<file path="src/rtl/conv_kernel_loader.sv">
// conv_kernel_loader
//
// Loads a convolution kernel from a coefficient stream into a shadow buffer and
// applies it atomically to the active kernel at the next frame start (the pixel
// at row 0, col 0) or when commit_now_i is asserted. The pixel stream is passed
// through with one cycle of latency, so the frame-start pixel leaves together
// with the newly applied kernel.
//
// Ports
//   clk_i           clock, rising edge
//   rst_i           asynchronous reset, active low
//   coef_i          coefficient beat (FP_WIDTH_REG bits)
//   coef_valid_i    beat valid
//   coef_last_i     marks the final beat of a kernel
//   coef_ready_o    beat ready (low only while a loaded kernel waits for commit)
//   commit_now_i    commit a pending kernel without waiting for a frame start
//   window_i        upstream pixel window [H][W]
//   col_i, row_i    upstream pixel coordinates
//   valid_i         upstream pixel valid
//   window_o, col_o, row_o, valid_o   pixel stream delayed by one cycle
//   kernel_o        active kernel [H][W], aligned with window_o
//   pending_o       a fully loaded kernel is waiting for commit
//   load_done_o     one-cycle pulse in the cycle the new kernel appears
//   error_o         one-cycle pulse after a malformed coefficient sequence

module conv_kernel_loader #(
    parameter int unsigned EXP_WIDTH     = 5,
    parameter int unsigned FRAC_WIDTH    = 10,
    parameter int unsigned WINDOW_WIDTH  = 2,
    parameter int unsigned WINDOW_HEIGHT = 1,
    parameter logic [EXP_WIDTH+FRAC_WIDTH:0] RESET_COEF = 16'h3C00,
    localparam int unsigned FP_WIDTH_REG = 1 + EXP_WIDTH + FRAC_WIDTH
) (
    input  logic                    clk_i,
    input  logic                    rst_i,

    input  logic [FP_WIDTH_REG-1:0] coef_i,
    input  logic                    coef_valid_i,
    input  logic                    coef_last_i,
    output logic                    coef_ready_o,
    input  logic                    commit_now_i,

    input  logic [FP_WIDTH_REG-1:0] window_i [WINDOW_HEIGHT][WINDOW_WIDTH],
    input  logic [15:0]             col_i,
    input  logic [15:0]             row_i,
    input  logic                    valid_i,

    output logic [FP_WIDTH_REG-1:0] window_o [WINDOW_HEIGHT][WINDOW_WIDTH],
    output logic [15:0]             col_o,
    output logic [15:0]             row_o,
    output logic                    valid_o,

    output logic [FP_WIDTH_REG-1:0] kernel_o [WINDOW_HEIGHT][WINDOW_WIDTH],
    output logic                    pending_o,
    output logic                    load_done_o,
    output logic                    error_o
);

    localparam int unsigned N     = WINDOW_WIDTH * WINDOW_HEIGHT;
    localparam int unsigned CNT_W = (N > 1) ? $clog2(N + 1) : 1;
    localparam logic [CNT_W-1:0] LAST_IDX = CNT_W'(N - 1);

    typedef enum logic [1:0] {
        StIdle,
        StLoad,
        StDrain,
        StPending
    } state_e;

    state_e             state_q, state_d;
    logic [CNT_W-1:0]   cnt_q, cnt_d;
    logic               error_q, error_d;
    logic               done_q, done_d;
    logic               shadow_we;
    logic               commit;
    logic               accept;
    logic               frame_start;

    logic [FP_WIDTH_REG-1:0] shadow_q [WINDOW_HEIGHT][WINDOW_WIDTH];
    logic [FP_WIDTH_REG-1:0] kernel_q [WINDOW_HEIGHT][WINDOW_WIDTH];
    logic [FP_WIDTH_REG-1:0] window_q [WINDOW_HEIGHT][WINDOW_WIDTH];
    logic [15:0]             col_q, row_q;
    logic                    valid_q;

    assign coef_ready_o = (state_q != StPending);
    assign pending_o    = (state_q == StPending);
    assign accept       = coef_valid_i && coef_ready_o;
    assign frame_start  = valid_i && (row_i == 16'd0) && (col_i == 16'd0);

    // Next-state logic. IDLE accepts beat 0 exactly like LOAD does with the
    // counter at 0, so both share one branch.
    always_comb begin
        state_d   = state_q;
        cnt_d     = cnt_q;
        error_d   = 1'b0;
        done_d    = 1'b0;
        shadow_we = 1'b0;
        commit    = 1'b0;

        case (state_q)
            StIdle, StLoad: begin
                if (accept) begin
                    shadow_we = 1'b1;
                    if (coef_last_i) begin
                        cnt_d = '0;
                        if (cnt_q == LAST_IDX) begin
                            state_d = StPending;
                        end else begin
                            // Short kernel: drop it; shadow is fully
                            // rewritten by the next complete load.
                            error_d = 1'b1;
                            state_d = StIdle;
                        end
                    end else if (cnt_q == LAST_IDX) begin
                        // Kernel too long: flag once, swallow the rest.
                        error_d = 1'b1;
                        cnt_d   = '0;
                        state_d = StDrain;
                    end else begin
                        cnt_d   = cnt_q + CNT_W'(1);
                        state_d = StLoad;
                    end
                end
            end
            StDrain: begin
                if (accept && coef_last_i) begin
                    cnt_d   = '0;
                    state_d = StIdle;
                end
            end
            StPending: begin
                if (frame_start || commit_now_i) begin
                    commit  = 1'b1;
                    done_d  = 1'b1;
                    cnt_d   = '0;
                    state_d = StIdle;
                end
            end
            default: begin
                cnt_d   = '0;
                state_d = StIdle;
            end
        endcase
    end

    always_ff @(posedge clk_i or negedge rst_i) begin
        if (!rst_i) begin
            state_q <= StIdle;
            cnt_q   <= '0;
            error_q <= 1'b0;
            done_q  <= 1'b0;
        end else begin
            state_q <= state_d;
            cnt_q   <= cnt_d;
            error_q <= error_d;
            done_q  <= done_d;
        end
    end

    // Shadow buffer: beat k lands at [k / W][k % W].
    always_ff @(posedge clk_i or negedge rst_i) begin
        if (!rst_i) begin
            for (int r = 0; r < int'(WINDOW_HEIGHT); r++) begin
                for (int c = 0; c < int'(WINDOW_WIDTH); c++) begin
                    shadow_q[r][c] <= RESET_COEF;
                end
            end
        end else if (shadow_we) begin
            for (int r = 0; r < int'(WINDOW_HEIGHT); r++) begin
                for (int c = 0; c < int'(WINDOW_WIDTH); c++) begin
                    if (cnt_q == CNT_W'(r * int'(WINDOW_WIDTH) + c)) begin
                        shadow_q[r][c] <= coef_i;
                    end
                end
            end
        end
    end

    // Active kernel changes only on commit.
    always_ff @(posedge clk_i or negedge rst_i) begin
        if (!rst_i) begin
            for (int r = 0; r < int'(WINDOW_HEIGHT); r++) begin
                for (int c = 0; c < int'(WINDOW_WIDTH); c++) begin
                    kernel_q[r][c] <= RESET_COEF;
                end
            end
        end else if (commit) begin
            kernel_q <= shadow_q;
        end
    end

    // Pixel pass-through, one cycle, never stalls.
    always_ff @(posedge clk_i or negedge rst_i) begin
        if (!rst_i) begin
            for (int r = 0; r < int'(WINDOW_HEIGHT); r++) begin
                for (int c = 0; c < int'(WINDOW_WIDTH); c++) begin
                    window_q[r][c] <= '0;
                end
            end
            col_q   <= '0;
            row_q   <= '0;
            valid_q <= 1'b0;
        end else begin
            window_q <= window_i;
            col_q    <= col_i;
            row_q    <= row_i;
            valid_q  <= valid_i;
        end
    end

    assign window_o    = window_q;
    assign col_o       = col_q;
    assign row_o       = row_q;
    assign valid_o     = valid_q;
    assign kernel_o    = kernel_q;
    assign load_done_o = done_q;
    assign error_o     = error_q;

endmodule

</file>
<file path="config.mk">
export PLATFORM = sky130hd
export DESIGN_NAME = conv_kernel_loader
export DESIGN_NICKNAME = d
export VERILOG_FILES = /design/src/rtl/conv_kernel_loader.sv
export SDC_FILE = /design/constraint.sdc
export NUM_CORES = 1
export LEC_CHECK = 0
export CAP_MARGIN = 15
export CORE_MARGIN = 2
export CORE_UTILIZATION = 47
export DETAILED_ROUTE_END_ITERATION = 10
export PLACE_DENSITY_LB_ADDON = 0.25
export REMOVE_ABC_BUFFERS = 1
export SETUP_SLACK_MARGIN = 0.1
export SKIP_CTS_REPAIR_TIMING = 1
export SYNTH_ARGS = -nofsm -noshare
export SYNTH_HDL_FRONTEND = slang
export SYNTH_SLANG_ARGS = --single-unit
</file>
<file path="constraint.sdc">
create_clock -name clk_i -period 3.8 [get_ports clk_i]
set_clock_uncertainty 0.05 [all_clocks]
set_input_delay 0.76 -clock clk_i [delete_from_list [all_inputs] [get_ports clk_i]]
set_output_delay 0.76 -clock clk_i [all_outputs]
set_load 0.05 [all_outputs]
</file>
==> flow_summary.yaml <==
clock_network:
  path_clk_slew_ns: 0.06
  clock_latency_ns: 0.51
  clockBufferDepth: 2
  cts_buffers: 17
  cts.sinks: 135
  root_buffer: "clkbuf_8"
  cts_tree: "built"
  htreeDepth: 4
floorplan:
  core_um2: 9860
  start_util: 0.488
  pin_count: 187
  dieHeight_um: 105
  rows: 36
  die_x_um: 105
  dieArea_um2: 11100
detailed_routing:
  drt_iter0_markers: 146
  wl_per_cell_um: 17.0
  via_per_inst: 5.00
  wirelength_um: 11900
  num_vias: 3496
  drc: 0
  ant_nets: 0
  drtPass1Iterations: 4
power:
  seqPwrFrac: 0.364
  clkPwrFrac: 0.276
  power.switching_uw: 2090
  peakVddDrop_uv: 444
  p_int_uw: 3540
  combPwrFrac: 0.360
  p_per_area_nw_per_um2: 764
  power.share.switching: 0.372
  cellLeakagePower_uw: 0.00314
synth:
  synth_edf_count: 0
  ys_seq_elements: 135
  syn_area_um2: 4810
  ys_warn_count: 0
  syn_area_per_cell_um2: 13.3
  ys_types: 30
  syn_inst: 361
  ys_async_sr_fraction: 1.00
  seq_area_frac_synth: 0.707
  synthFlopType: "dfrtp_1"
timing:
  fin_crit_sh: 0.827
  tightest_slew_ns: 1.06
  final-max-slew-violation-count: 0
  slew_headroom: 0.296
  fin_crit_ns: 3.14
  setup_viol: 0
  grt_setup_unrepaired: "false"
  finalSetupTns_ns: 0
  max_freq_mhz: 318
  hold_viol: 0
global_routing:
  antenna_found_initial: 0
  globalRouteTotalUtil: 0.223
  grt_pass1_vias: 3562
  grt_overflow: 0
  grt_pass1_wl_um: 19000
  grt_max_degree: 94
setup_path:
  worstSetupPathType: "flip-flop to output port"
  cp.arrival_ns: 2.33
  critical_path_required_ns: 2.99
  endpoint_kind: "output port"
  path_max_fanout: 20
  regToRegSetupSlack_ns: 1.51
  startpoint_type: "flip-flop"
layout:
  final_util: 0.747
  final_cell_mix: "clkdlybuf4s50_1 (185), dfrtp_1 (119), nand2_1 (66)"
  fill_cells: 646
  nets: 639
  regArea_um2: 3400
  final_common_cell: "clkdlybuf4s50_1"
  area_growth_pct: 53.2
  drive_gt1_frac: 0.163
  antenna_cells: 0
  multi_input_area_um2: 1190
min_path:
  min_path_type: "primary input to async pin"
flow_run:
  drv_cap: 0
placement:
  gp_congestion: 0.734
  portBuffers: 186
  place.detailed.hpwl_um: 7960
outcome:
  outcome: "complete, no violations"
worst max-delay path, stage by stage, from the launching register on:
cell             delay [ns]
dfrtp_1                0.39
nand2_2                0.34
inv_1                  0.25
clkdlybuf4s50_1        0.85
path summary, 6_finish.rpt:
| check | startpoint | end | cells after the start |
|---|---|---|---|
| max | state_q[0] | pending_o | 3 |
| min | rst_i | kernel_o[31] | 1 |
| max reg2reg | state_q[0] | kernel_o[15] | 5 |
| min reg2reg | kernel_o[28] | kernel_o[28] | 2 |
| max in group asynchronous | rst_i | window_o[6] | 2 |
| min in group clk_i | kernel_o[28] | kernel_o[28] | 2 |
metal layers:
layer | vias to the layer above | track usage | part of all wire
li1 | 1611 | - | -
met1 | 1737 | 0.284 | 0.42
met2 | 136 | 0.363 | 0.51
met3 | 12 | 0.0599 | 0.059
met4 | 0 | 0.0924 | 0.012
met5 | - | 0 | 0
logic make-up (layout without fill, tap and decap cells):
family          count (synthesis)  count (layout)  synth area share
compound gates                 74              74             0.150
mux                             2               2           0.00468
buf+inv                        54             259            0.0502
xor+xnor                        1               1           0.00182
flops                         135             135             0.707
simple gates                   95              95            0.0864
cell type report:
class	count	area share
clock buffer	19	0.0599
multi-input combinational	172	0.161
clock inverter	13	0.0177
sequential	135	0.461
timing repair buffer	193	0.260
inverter	34	0.0173
tap	133	0.0226
state kept, by name (all words and copies together) (netlist names):
name,count
kernel_o,32
col_o,16
error_o,1
load_done_o,1
window_o,32
state_q,2
valid_o,1
shadow_q,32
row_o,16
cnt_q,2
Yosys cell counts, types with 3 or more instances:
cell      number  area share
nand3_1        3      0.0031
nor4_1         6      0.0078
nor2b_1        4      0.0052
dfrtp_1      119        0.62
buf_4          4      0.0062
dfstp_2       16       0.087
nor3_1         4      0.0042
clkbuf_1      12      0.0094
inv_1         34       0.027
o21ai_0       36       0.037
o32ai_2       29       0.098
buf_6          3      0.0070
nand2_1       67       0.052
nor2_1         5      0.0039
power groups by stage:
stage,Clock [uW],Combinational [uW],Sequential [uW]
after floorplan,0,623,2740
after global placement,0,1990,2060
after detailed placement,0,2040,2060
after CTS,1580,2050,2050
after global routing,1650,2170,2080
final,1550,2030,2050
per-stage QoR:
stage                     worst slack [ns]  hold WS, ns  power, uW  instance area (um2)  std cells
after global placement               0.614        0.430       4050                 6800        667
after global routing                 0.553        0.323       5900                 7370        699
after floorplan                     -0.840        0.414       3360                 4700        341
after detailed placement             0.601        0.436       4100                 6800        667
after CTS                            0.634        0.296       5680                 7370        699
final                                0.659        0.266       5630                 7370        699
(Power assumes the default switching activity.)
